==> config.mk <==
export PLATFORM = sky130hd
export DESIGN_NAME = mac8_operand_sequencer
export DESIGN_NICKNAME = d
export VERILOG_FILES = /design/src/rtl/mac8_operand_sequencer.sv
export SDC_FILE = /design/constraint.sdc
export NUM_CORES = 1
export LEC_CHECK = 0
export CAP_MARGIN = 20
export CORE_AREA = 2 2 104 106
export DETAILED_ROUTE_END_ITERATION = 7
export DIE_AREA = 0 0 106 108
export PLACE_DENSITY = 0.64
export SYNTH_ARGS = -nofsm -noshare
export SYNTH_HDL_FRONTEND = slang
export SYNTH_SLANG_ARGS = --single-unit
==> constraint.sdc <==
create_clock -name SYS_CLK -period 3.2 [get_ports SYS_CLK]
set_input_delay 0.64 -clock SYS_CLK [delete_from_list [all_inputs] [get_ports SYS_CLK]]
set_output_delay 0.64 -clock SYS_CLK [all_outputs]
set_load 0.02 [all_outputs]
==> src/rtl/mac8_operand_sequencer.sv <==
// Assembles (A,B) operand pairs from a pin-side byte stream into a small FIFO
// and issues them to MAC8 over a valid/ready handshake, framing each burst.
module mac8_operand_sequencer #(
    parameter int DATA_W = 8,
    parameter int DEPTH  = 4
) (
    input  logic                     SYS_CLK,
    input  logic                     SYS_RST,
    input  logic [DATA_W-1:0]        in_byte,
    input  logic                     in_strobe,
    input  logic                     in_is_cmd,
    output logic                     in_ready,
    output logic [DATA_W-1:0]        A,
    output logic [DATA_W-1:0]        B,
    output logic                     mac_valid,
    input  logic                     mac_ready,
    output logic                     mac_clear,
    output logic                     busy,
    output logic                     done,
    output logic [$clog2(DEPTH):0]   fifo_count,
    output logic                     err_protocol,
    output logic                     err_overflow
);
    localparam int PTR_W = $clog2(DEPTH);
    localparam int CNT_W = PTR_W + 1;

    typedef enum logic [2:0] {
        S_IDLE   = 3'd0,
        S_CLEAR  = 3'd1,
        S_LOAD_A = 3'd2,
        S_LOAD_B = 3'd3,
        S_DRAIN  = 3'd4,
        S_DONE   = 3'd5
    } state_t;

    state_t             r_state;
    logic [DATA_W-1:0]  r_remaining;
    logic [DATA_W-1:0]  r_hold_a;
    logic               r_mac_clear;
    logic               r_done;
    logic               r_err_protocol;
    logic               r_err_overflow;

    logic [DATA_W-1:0]  r_mem_a [DEPTH];
    logic [DATA_W-1:0]  r_mem_b [DEPTH];
    logic [PTR_W-1:0]   r_wr_ptr;
    logic [PTR_W-1:0]   r_rd_ptr;
    logic [CNT_W-1:0]   r_count;

    logic               w_full;
    logic               w_empty;
    logic               w_in_ready;
    logic               w_accept;
    logic               w_push;
    logic               w_pop;

    assign w_full  = (r_count == CNT_W'(DEPTH));
    assign w_empty = (r_count == '0);

    // LOAD_B refuses bytes while full, so a push never coincides with a full FIFO.
    always_comb begin
        w_in_ready = 1'b0;
        case (r_state)
            S_IDLE:   w_in_ready = 1'b1;
            S_LOAD_A: w_in_ready = 1'b1;
            S_LOAD_B: w_in_ready = !w_full;
            default:  w_in_ready = 1'b0;
        endcase
    end

    assign w_accept = in_strobe && w_in_ready;
    assign w_push   = w_accept && !in_is_cmd && (r_state == S_LOAD_B);
    assign w_pop    = !w_empty && mac_ready;

    always_ff @(posedge SYS_CLK) begin
        if (SYS_RST) begin
            r_state        <= S_IDLE;
            r_remaining    <= '0;
            r_mac_clear    <= 1'b0;
            r_done         <= 1'b0;
            r_err_protocol <= 1'b0;
            r_err_overflow <= 1'b0;
        end else begin
            r_mac_clear <= 1'b0;
            r_done      <= 1'b0;
            if (in_strobe && !w_in_ready) begin
                r_err_overflow <= 1'b1;
            end
            case (r_state)
                S_IDLE: begin
                    if (w_accept) begin
                        if (!in_is_cmd) begin
                            r_err_protocol <= 1'b1;
                        end else begin
                            // An empty burst still frames the accumulator: clear and done together.
                            r_mac_clear <= 1'b1;
                            if (in_byte == '0) begin
                                r_done <= 1'b1;
                            end else begin
                                r_remaining <= in_byte;
                                r_state     <= S_CLEAR;
                            end
                        end
                    end
                end
                S_CLEAR: r_state <= S_LOAD_A;
                S_LOAD_A: begin
                    if (w_accept) begin
                        if (in_is_cmd) begin
                            r_err_protocol <= 1'b1;
                        end else begin
                            r_state <= S_LOAD_B;
                        end
                    end
                end
                S_LOAD_B: begin
                    if (w_accept) begin
                        if (in_is_cmd) begin
                            r_err_protocol <= 1'b1;
                        end else begin
                            r_remaining <= r_remaining - DATA_W'(1);
                            r_state     <= (r_remaining == DATA_W'(1)) ? S_DRAIN : S_LOAD_A;
                        end
                    end
                end
                S_DRAIN: begin
                    if (w_empty) begin
                        r_done  <= 1'b1;
                        r_state <= S_DONE;
                    end
                end
                S_DONE:  r_state <= S_IDLE;
                default: r_state <= S_IDLE;
            endcase
        end
    end

    // Operand data carries no reset; only the hold register and FIFO payload.
    always_ff @(posedge SYS_CLK) begin
        if ((r_state == S_LOAD_A) && w_accept && !in_is_cmd) begin
            r_hold_a <= in_byte;
        end
        if (w_push) begin
            r_mem_a[r_wr_ptr] <= r_hold_a;
            r_mem_b[r_wr_ptr] <= in_byte;
        end
    end

    always_ff @(posedge SYS_CLK) begin
        if (SYS_RST) begin
            r_wr_ptr <= '0;
            r_rd_ptr <= '0;
            r_count  <= '0;
        end else begin
            if (w_push) begin
                r_wr_ptr <= r_wr_ptr + PTR_W'(1);
            end
            if (w_pop) begin
                r_rd_ptr <= r_rd_ptr + PTR_W'(1);
            end
            case ({w_push, w_pop})
                2'b10:   r_count <= r_count + CNT_W'(1);
                2'b01:   r_count <= r_count - CNT_W'(1);
                default: r_count <= r_count;
            endcase
        end
    end

    // Head entry is masked to zero when empty so A/B read 0 out of reset.
    assign mac_valid    = !w_empty;
    assign A            = mac_valid ? r_mem_a[r_rd_ptr] : '0;
    assign B            = mac_valid ? r_mem_b[r_rd_ptr] : '0;
    assign in_ready     = w_in_ready;
    assign mac_clear    = r_mac_clear;
    assign done         = r_done;
    assign busy         = (r_state != S_IDLE);
    assign fifo_count   = r_count;
    assign err_protocol = r_err_protocol;
    assign err_overflow = r_err_overflow;
endmodule

Word level (Yosys, flattened, before mapping)

Memories as Yosys holds them, arrays and structs flattened. A register that Yosys moved wholly into a read port is not among the register bits.
Cells that the tools add are included.

Register bits after elaboration: 30
RAM bits: 64
Output and inout port bits: 26
Logic and storage cells: 99
Memories: 2

Add/subtract/negate cells: 5
Eq/ne operators: 19
Mux-type cells: 37
Bitwise gates (word level): 2
Reduce and logical (&&, ||, !) cells: 24

Memory list:

| memory  | words | bits a word | read ports | clocked after memory_dff | wr ports | line | RTL |
|---|---|---|---|---|---|---|---|
| r_mem_a | 4     | 8           | 1          | 1                        | 1        | 44   | `logic [DATA_W-1:0] r_mem_a [DEPTH];` |
| r_mem_b | 4     | 8           | 1          | 1                        | 1        | 45   | `logic [DATA_W-1:0] r_mem_b [DEPTH];` |

Operators with widths:

| kind                                                                     | number |
|---|---|
| 8-bit 2-to-1 mux                                                         | 7 |
| 3-bit 2-to-1 mux                                                         | 9 |
| 2-bit inequality test (second input constant)                            | 9 |
| 8-bit case mux with 2 select lines                                       | 1 |
| 3-bit case mux with 5 select lines                                       | 1 |
| 1-bit 2-to-1 mux                                                         | 11 |
| 8-bit by 1-bit equality test with 1-bit output (second input constant)   | 1 |
| 8-bit zero test                                                          | 1 |
| 2-bit 2-to-1 mux                                                         | 4 |
| 8-bit AND reduction                                                      | 1 |
| 8-bit by 1-bit subtractor with 8-bit output (second input constant)      | 1 |
| 1-bit logical AND                                                        | 7 |
| 3-bit by 2-bit equality test with 1-bit output (second input constant)   | 2 |
| 3-bit equality test (second input constant)                              | 2 |
| 3-bit zero test                                                          | 2 |
| 1-bit case mux with 2 select lines                                       | 3 |
| 3-bit case mux with 2 select lines                                       | 1 |
| 6-bit AND reduction                                                      | 1 |
| 2-bit nonzero test                                                       | 3 |
| 5-bit AND reduction                                                      | 1 |
| 2-bit by 1-bit adder with 2-bit output (second input constant)           | 2 |
| 1-bit zero test                                                          | 4 |
| 2-bit by 1-bit inequality test with 1-bit output (second input constant) | 2 |
| 2-bit OR reduction                                                       | 2 |
| other kinds (8)                                                          | 9 |

Logic depth before layout (Yosys ltp)

Gate-level depths: netlist (run 1).

Word-level depth: 8
Mapped depth: 10

Worst setup path after synthesis (run 1)

No wires, ideal clock.

Kind: register to output
Start point: register with a tool-made name
End point: output A[4]
Arrival: 1.749 ns
Required time: 2.560 ns
Slack: 0.811 ns
Cell stages (with the launch flop): 5
Buffers on the path: 2
Cell sequence: dfxtp_1 > clkbuf_1 > buf_2 > mux4_2 > and2_1

RTL lines:

| element   | line | RTL |
|---|---|---|
| to (decl) | 13   | `output logic [DATA_W-1:0] A,` |

==> results.cfg, run 1 <==
[drt]
vias = 2385
detail_route.drc_violations = 0
number_of_optimization_iterations_in_the_first_detailed_route_pass = 4
postRouteAntennaNets = 0
route.detailed.vias_per_inst = 5.04
drt-total-wl_um = 7530
routed_wire_length_per_instance_um = 15.9
drt_first_iter_violations = 142

[power_and_ir_drop]
internal_power_mw = 2.03
switching_share_pct = 30.6
pwr-share-seq_pct = 51.0
worst_vdd_drop_mv = 0.280
power.static_leakage_nw = 1.57
clock_share_of_power_pct = 25.1
power.share.combinational_pct = 23.9
cellPowerDensity_nw_per_um2 = 607
p_switching_mw = 0.896
power_mw = 2.93

[clock_network]
post-cts-setup-buffers = 0
clk_root_buffer_cell = clkbuf_8
tritoncts_clock_tree = yes
tritoncts.num_buffers = 9
clk_pin_slew_worst_paths_ns = 0.09
holdBufCountCts = 0
clock_sink_count = 96
cts_resized = 0
clock_tree.buffer_depth = 2
htree_levels = 3
clkLatencyLatePin_ns = 0.36

[hold_path]
hold_class = reg2reg

[sta]
worstMarginPinSlew_ns = 0.639
setup_repair_after_global_routing_missed_its_margin = false
final_max_slew_viol_count = 0
fin_skew_ns = 0.0159
setup-tns-final_ns = 0
post-route-period-util_pct = 90.4
timing.slew.headroom_pct = 57.4
clock.fmax_mhz = 346
setup-violations-final = 0
final_hold_violations = 0
min_period_ns = 2.89

[yosys]
synth_area_per_cell_um2 = 14.3
summed_instance_area_of_the_synthesized_netlist_um2 = 4030
synth-edff-count = 72
syn_nets = 303
synthDistinctLibCells = 45
postSynth.asyncResetShare_pct = 0
synth_seq_area_share_pct = 65.6
synthCells = 282
synth_top_flop_cell = edfxtp_1
ys_seq_elements = 96
synth-warning-count = 0

[floorplanning]
ios = 39
die_area_um2 = 11400
floorplan.core_area_um2 = 10200
die_width_um = 106
floorplan.initialDensity_pct = 39.4
die_y_um = 108
floorplan.rows = 37

[cells_and_area]
finished_cell_area_um2 = 4820
nNetsFinal = 353
ratio_of_cells_with_drive_above_1_in_the_final_layout_pct = 14.5
fillerInstances = 916
antenna-diode-count = 0
area_growth_pct = 19.6

[global_routing]
grt_first_pass_wirelength_um = 12500
globalRouteOverflowTotal = 0
initial_antenna_violation_count = 0
number_of_global_route_vias_before_repair = 2356
globalRouteTotalUtil_pct = 14.3
grt_start_max_net_pins = 21

[worst_setup_path]
slowest_delay_ns = 0.57
timing.critical_path.cells = buf_4 -> mux4_2 -> and2_1 -> clkdlybuf4s50_1
cp_data_required_time_ns = 2.56
crit_path_max_fanout = 16
worst_setup_path_start_kind = flop
cp_top_family = buffers and inverters
cp_slowest_cell = mux4_2
end_kind = primary output
setup.worst_path.class = reg2out
timing.critical_path.arrival_ns = 2.25
critical_path.n_buffers_inverters = 2

[place]
placement.io_buffers = 38
gp_congestion = 0.813
detailed_place.area_um2 = 4630
dp_hpwl_um = 4960

[run_status]
status = finished, final reports clean

[flow_run]
cap_violations = 0
power groups by stage:
stage	clock, mW	sequential, mW	combinational [mW]
finish	0.733	1.49	0.700
global placement	0	1.52	0.699
CTS	0.758	1.49	0.710
global route	0.811	1.51	0.787
detailed placement	0	1.52	0.704
floorplan	0	1.49	0.499
layer usage:
| metal | track usage [%] | vias to the layer above | wire length (um) |
|---|---|---|---|
| li1 | - | 1162 | - |
| met1 | 19.6 | 1163 | 3570 |
| met2 | 22.9 | 55 | 3570 |
| met3 | 3.98 | 5 | 344 |
| met4 | 3.10 | 0 | 52 |
| met5 | 0 | - | 0 |
cell usage in the layout (no fill, tap or decap), drive strengths merged, types with 3 or more instances in the layout:
master          n
a21o            3
or2             3
clkdlybuf4s50  38
clkbuf          9
dfxtp          24
o21ai           8
nor2           26
nor4            3
ha              7
nand2           6
or4             3
buf            16
xor2            3
inv            15
a21oi          17
nand2b          5
edfxtp         72
mux4           16
nor3            8
and2           22
through the flow:
| stage | worst slack, ns | hold slack (ns) | utilization [%] | cells |
|---|---|---|---|---|
| after global routing | 0.153 | 0.524 | 47.1 | 473 |
| after floorplan | 0.811 | 0.454 | - | 282 |
| final | 0.306 | 0.486 | 47.1 | 473 |
| after CTS | 0.259 | 0.488 | 47.1 | 473 |
| after global placement | 0.407 | 0.453 | 45.3 | 457 |
| after detailed placement | 0.312 | 0.466 | 45.3 | 457 |
worst min-delay path, stage by stage, from the launching register on:
cell and delay [ns]:
dfxtp_1 0.32, o21ai_1 0.07, a21oi_1 0.06
final timing paths:
check	start	endpoint	slack, ns	depth (start not counted)
worst max-delay path	flop	B[0]	0.31	4
worst min-delay path	r_remaining[7]$_SDFFE_PP0P_	r_remaining[7]$_SDFFE_PP0P_	0.49	2
worst max register to register	fifo_count[0]$_SDFFE_PP0P_	fifo_count[2]$_SDFFE_PP0P_	0.64	8
worst min register to register	r_remaining[7]$_SDFFE_PP0P_	r_remaining[7]$_SDFFE_PP0P_	0.49	2
cell type report:
type | instances | area [um2] | share of cell area [%]
clock inverter | 7 | 60.1 | 1.25
sequential | 96 | 2640 | 54.9
multi-input combinational | 160 | 1280 | 26.5
inverter | 11 | 41.3 | 0.857
clock buffer | 9 | 124 | 2.57
tap | 136 | 170 | 3.53
timing repair buffer | 54 | 500 | 10.4
logic make-up (layout without fill, tap and decap cells):
logic type / count (synthesis) / after routing / share of synthesized area, %
flip-flops: 96 / 96 / 65.6
XOR/XNOR: 5 / 5 / 1.09
multiplexers: 19 / 19 / 9.73
AO/OA/AOI/OAI: 41 / 41 / 6.65
adder cells (fa/ha/maj): 8 / 8 / 2.67
buffers and inverters: 26 / 81 / 2.61
AND/OR/NAND/NOR: 87 / 87 / 11.6
synthesized netlist by cell type, drive strengths merged, types with 2 or more instances:
cell type	n	area, um2
a21o	3	22.5
a31oi	2	12.5
edfxtp	72	2160
and2	22	138
inv	11	41.3
nor3	8	45.0
nor4	3	18.8
o21ai	8	40.0
xnor2	2	17.5
ha	7	87.6
dfxtp	24	480
nor3b	2	15.0
nand3b	2	15.0
nor2	26	97.6
xor2	3	26.3
or3	2	12.5
o32ai	2	25.0
mux4	16	360
nand4	2	12.5
nand3	2	10.0
mux2i	2	20.0
nand2b	5	31.3
or4	3	22.5
buf	6	30.0
or2	3	18.8
nand2	6	22.5
clkbuf	9	33.8
a21oi	17	85.1
registers in the layout (all words and copies together), names as in the netlist, named ones only:
| name | flops |
|---|---|
| done | 1 |
| err_overflow | 1 |
| err_protocol | 1 |
| fifo_count | 3 |
| mac_clear | 1 |
| r_hold_a | 8 |
| r_mem_a | 32 |
| r_mem_b | 32 |
| r_rd_ptr | 2 |
| r_remaining | 8 |
| r_state | 3 |
| r_wr_ptr | 2 |
Power figures use the tool's default switching activity.
==> run 2, diff against run 1 <==
- GPL_ROUTABILITY_DRIVEN: not set -> 0
==> results of run 2 <==
Final layout, timing and power as in run 1 (identical DEF).
==> run 3, diff against run 2 <==
- SLEW_MARGIN: not set -> 5
==> results of run 3 <==
Final layout, timing and power as in run 1 (identical DEF).
==> RTL change 1, RTL diff (config.mk and constraints of run 3) <==
The 6 states of `state_t` get a one-hot encoding in 6 bits.
--- a/src/rtl/mac8_operand_sequencer.sv
+++ b/src/rtl/mac8_operand_sequencer.sv
@@ -25,11 +25,11 @@
     localparam int CNT_W = PTR_W + 1;
 
-    typedef enum logic [2:0] {
-        S_IDLE   = 3'd0,
-        S_CLEAR  = 3'd1,
-        S_LOAD_A = 3'd2,
-        S_LOAD_B = 3'd3,
-        S_DRAIN  = 3'd4,
-        S_DONE   = 3'd5
+    typedef enum logic [5:0] {
+        S_IDLE   = 6'b000001,
+        S_CLEAR  = 6'b000010,
+        S_LOAD_A = 6'b000100,
+        S_LOAD_B = 6'b001000,
+        S_DRAIN  = 6'b010000,
+        S_DONE   = 6'b100000
     } state_t;
 
Check against the original RTL: no difference found for any inputs over 10 cycles, from zero or initial values and one cycle with SYS_RST high; not proved beyond that.
==> RTL change 1 against run 3 <==
Final area grew 3.9%; routed wire length increased by 5.7%; worst setup slack got worse by 0.039 ns; sequential share of layout area decreased by 0.86 points; die area stayed put; synthesized area grew 5.0%; sequential cell count is 3 higher; register-to-register slack got worse by 0.12 ns; critical path type unchanged.
Power is not compared: it rests on default switching activity, and its combinational part moved more than twofold at a synthesized area within 25%.
==> RTL change 1: results (changes against run 3) <==
| Metric | Value |
|---|---|
| Status | finished, final reports clean (unchanged) |
| Hold Crit Class | reg2reg (unchanged) |
| Hold endpoint | err_protocol (was r_remaining[7]) |
| Clk Latency, worst-skew pair | 0.37 ns |
| Initial drt markers | 85 (was 142) |
| WP data arrival | 2.29 ns (was 2.25 ns) |
| Post-DP HPWL | 5090 um (was 4960 um) |
| Commonest cells post-synth | edfxtp_1 (72), dfxtp_1 (27), and2_1 (23), nor2_1 (21), a21oi_1 (20) (was edfxtp_1 (72), nor2_1 (26), dfxtp_1 (24), and2_1 (22), a21oi_1 (17)) |
| Highest-delay cell along the critical path | or3_1 (was mux4_2) |
| Avg Vias per Cell | 5.17 (was 5.04) |
| Setup slack, reg-to-reg | 0.52 ns (was 0.64 ns) |
| Root buf cell | clkbuf_8 (unchanged) |
| Least-Margin Pin Slew | 0.783 ns (was 0.639 ns) |
| Clock Skew | 0.0109 ns (was 0.0159 ns) |
| Synth warn | 0 (unchanged) |
| Worst Reg-to-Reg Cells | 8 (unchanged) |
| Pin count of the biggest net entering global routing | 28 (was 21) |
| Hold Worst Slack | 0.464 ns (was 0.486 ns) |
| GRT Resource Usage Total | 15.0% (was 14.3%) |
| Resize count post-CTS | 0 (unchanged) |
| Layout cells sized above 1 | 14.4% (was 14.5%) |
| Top cells by area, synth | edfxtp_1 (51%), dfxtp_1 (13%), mux4_2 (8.5%), and2_1 (3.4%), a21oi_1 (2.4%) (was edfxtp_1 (54%), dfxtp_1 (12%), mux4_2 (8.9%), and2_1 (3.4%), nor2_1 (2.4%)) |
| CTS Buffer Depth | 2 (unchanged) |
| Fin crit share | 91.7% (was 90.4%) |
| CP max FO | 21 (was 16) |
| Unique masters post-synth | 46 (was 45) |
| Crit path capture | B[1] (was B[0]) |
| Sequential element share of the synthesized area | 63.9% (was 65.6%) |
| Slowest stage delay, CP | 0.72 ns (was 0.57 ns) |
| Number of global-route vias before repair | 2503 (was 2356) |
| Placed Area | 4800 um^2 (was 4630 um^2) |
| DR WL/cell | 16.2 um (was 15.9 um) |
| Dpl cells | 474 (was 457) |
| VDD IR-drop max | 0.195 mV |
| Worst path top cell family by delay | simple AND/OR/NAND/NOR gates (was buffers and inverters) |
| First-pass GRT wire length | 13000 um (was 12500 um) |
| Critical Path Source | fifo_count[0] |
| Worst R2R End | fifo_count[2] (unchanged) |
| Leakage | 1.61 nW |
| CTS clk-pin slew, worst paths | 0.10 ns |
| Initial antenna violation count | 0 (unchanged) |
| Vias after detailed routing | 2531 (was 2385) |
| Hold_sp | err_protocol (was r_remaining[7]) |
| Syn_nets | 323 (was 303) |
| H-tree Lvls | 3 (unchanged) |
| Pre-CTS WS | 0.390 ns (was 0.312 ns) |
| Final net count | 370 (was 353) |
| Syn Area/Cell | 14.0 um^2 (was 14.3 um^2) |
-- RTL change 1: cell types whose count changed after synthesis, moves of 3 or more --
cell / before / now
inv_1: 11 / 14
nand2_1: 6 / 12
a21oi_1: 17 / 20
nor2_1: 26 / 21
dfxtp_1: 24 / 27
nor2b_1: 0 / 3
o21ai_0: 2 / 6
or2_0: 3 / 0
nand2b_1: 5 / 2
nor3_1: 7 / 3
-- RTL change 1: layout make-up --
cell class / instances / area (um^2)
Clock buffer: 9 / 124
Clock inverter: 7 / 81.3
Fill cell: 896 / 5230
Inverter: 14 / 52.6
Multi-Input combinational cell: 174 / 1400
Sequential cell: 99 / 2700
Tap cell: 136 / 170
Timing Repair Buffer: 51 / 478
-- RTL change 1: cells by family (layout without fill, tap and decap cells) --
kind of cell	after synthesis	in the layout	synth area share, %
flip-flops	99	99	63.9
buffers and inverters	29	81	3.05
XOR/XNOR	7	7	1.45
AO/OA/AOI/OAI	52	52	7.84
adder cells (fa/ha/maj)	8	8	2.55
AND/OR/NAND/NOR	89	89	12.2
multiplexers	18	18	9.00
-- RTL change 1: power by group through the flow --
| stage | logic (W) | clock network [W] | registers [W] |
|---|---|---|---|
| 2_1_floorplan | 0.0000707 | 0 | 0.00141 |
| 3_3_place_gp | 0.000121 | 0 | 0.00141 |
| 3_5_place_dp | 0.000123 | 0 | 0.00141 |
| 4_1_cts | 0.000124 | 0.000853 | 0.00138 |
| 5_1_grt | 0.000136 | 0.000907 | 0.00139 |
| 6_report | 0.000123 | 0.000829 | 0.00138 |
-- RTL change 1: metal layers --
layer | vias up | track usage (%) | wire [um]
li1 | 1215 | - | -
met5 | - | 0 | 0
met4 | 0 | 5.64 | 119
met2 | 48 | 25.0 | 3970
met3 | 10 | 3.01 | 279
met1 | 1258 | 19.5 | 3600
==> RTL change 2, RTL diff (flow settings as in run 3) <==
Without the edit above. `DATA_W`: 8 -> 7.
--- a/src/rtl/mac8_operand_sequencer.sv
+++ b/src/rtl/mac8_operand_sequencer.sv
@@ -2,5 +2,5 @@
 // and issues them to MAC8 over a valid/ready handshake, framing each burst.
 module mac8_operand_sequencer #(
-    parameter int DATA_W = 8,
+    parameter int DATA_W = 7,
     parameter int DEPTH  = 4
 ) (
Ports: changed (resized A, B and in_byte); port bits go from 39 to 36. The function was not compared with the original's and may differ.
==> RTL change 2 against run 3 <==
Worst setup slack gained 0.037 ns; final area shrank 5.7%; power shrank 2.9%; first-iteration DRC count grew 23%; routed wire length shrank 3.8%; utilization shrank 2.7 points; hold slack lost 0.028 ns; non-clock buffer count shrank 6; synthesized area shrank 6.5%; sequential cell count shrank 10; global-route usage shrank 0.91 points; clock power grew 15%; combinational power shrank 9.3%; largest cell class unchanged.
==> RTL change 2: results (changes against run 3) <==
| Metric | Value |
|---|---|
| VDD IR-drop max | 0.245 mV (was 0.280 mV) |
| Hold_sp | err_overflow (was r_remaining[7]) |
| Number of global-route vias before repair | 2190 (was 2356) |
| PortBufs | 35 (was 38) |
| Unique masters post-synth | 50 (was 45) |
| Status | finished, final reports clean (unchanged) |
| CP max FO | 14 (was 16) |
| Sequential share of cell area | 51.8% (was 54.9%) |
| Post-DP HPWL | 4730 um (was 4960 um) |
| Initial drt markers | 174 (was 142) |
| Sequential element share of the synthesized area | 62.5% (was 65.6%) |
| # clk buffers | 10 (was 9) |
| Clock Skew | 0.0127 ns (was 0.0159 ns) |
| Crit path capture | B[4] (was B[0]) |
| WP data arrival | 2.22 ns (was 2.25 ns) |
| Final net count | 336 (was 353) |
| Adder-Cell Fraction of Synth Area | 2.86% (was 2.67%) |
| Multi-input combinational cell area | 1290 um^2 (was 1280 um^2) |
| Number of flops mapped to enable cells by yosys | 63 (was 72) |
| ClkCell Share | 4.85% (was 3.82%) |
| Mux cell area share after synthesis | 9.47% (was 9.73%) |
| Commonest cells post-synth | edfxtp_1 (63), dfxtp_1 (23), and2_1 (20), nor2_1 (18) (was edfxtp_1 (72), nor2_1 (26), dfxtp_1 (24), and2_1 (22), a21oi_1 (17)) |
| Syn_nets | 291 (was 303) |
| Hold Worst Slack | 0.458 ns (was 0.486 ns) |
| GRT Resource Usage Total | 13.4% (was 14.3%) |
| Hold endpoint | err_overflow (was r_remaining[7]) |
| Leakage | 1.47 nW (was 1.57 nW) |
| Layout cells sized above 1 | 16.2% (was 14.5%) |
| Non-clock inverter count | 15 (was 11) |
| Worst Reg-to-Reg Cells | 9 (was 8) |
| Post-Synth XOR/XNOR Area | 1.16% (was 1.09%) |
| Top cells by area, synth | edfxtp_1 (50%), dfxtp_1 (12%), mux4_2 (8.4%), and2_1 (3.3%), ha_1 (2.3%) (was edfxtp_1 (54%), dfxtp_1 (12%), mux4_2 (8.9%), and2_1 (3.4%), nor2_1 (2.4%)) |
| Count of multi-input gates | 156 (was 160) |
| Pin count of the biggest net entering global routing | 29 (was 21) |
| Regs by FF count | r_mem_a: 28 flops, r_mem_b: 28 flops (was r_mem_a: 32 flops, r_mem_b: 32 flops) |
| Vias after detailed routing | 2290 (was 2385) |
==> RTL change 2: per-stage QoR <==
step,setup slack [ns],instance area [um^2],cells,power [W]
floorplan,0.922,3760,271,0.00181
global placement,0.490,4320,441,0.00201
detailed placement,0.417,4320,441,0.00201
CTS,0.304,4540,457,0.00285
global route,0.206,4540,457,0.00299
finish,0.343,4540,457,0.00284
==> RTL change 2: layer usage <==
layer | vias to the layer above | GRT usage [%] | wire length (um) | part of all wire [%]
met1 | 1116 | 17.8 | 3470 | 48
met3 | 10 | 3.32 | 212 | 2.9
met4 | 0 | 5.08 | 89 | 1.2
li1 | 1117 | - | - | -
met2 | 47 | 21.3 | 3470 | 48
met5 | - | 0 | 0 | 0
==> RTL change 2: worst reg2reg max path: cells and delay by family (launching register included) <==
kind / cells / cell delay [ns]
buffers and inverters: 2 / 0.49
adder cells (fa/ha/maj): 2 / 0.57
flip-flops: 1 / 0.44
XOR/XNOR: 1 / 0.16
AND/OR/NAND/NOR: 3 / 0.68
AO/OA/AOI/OAI: 1 / 0.14
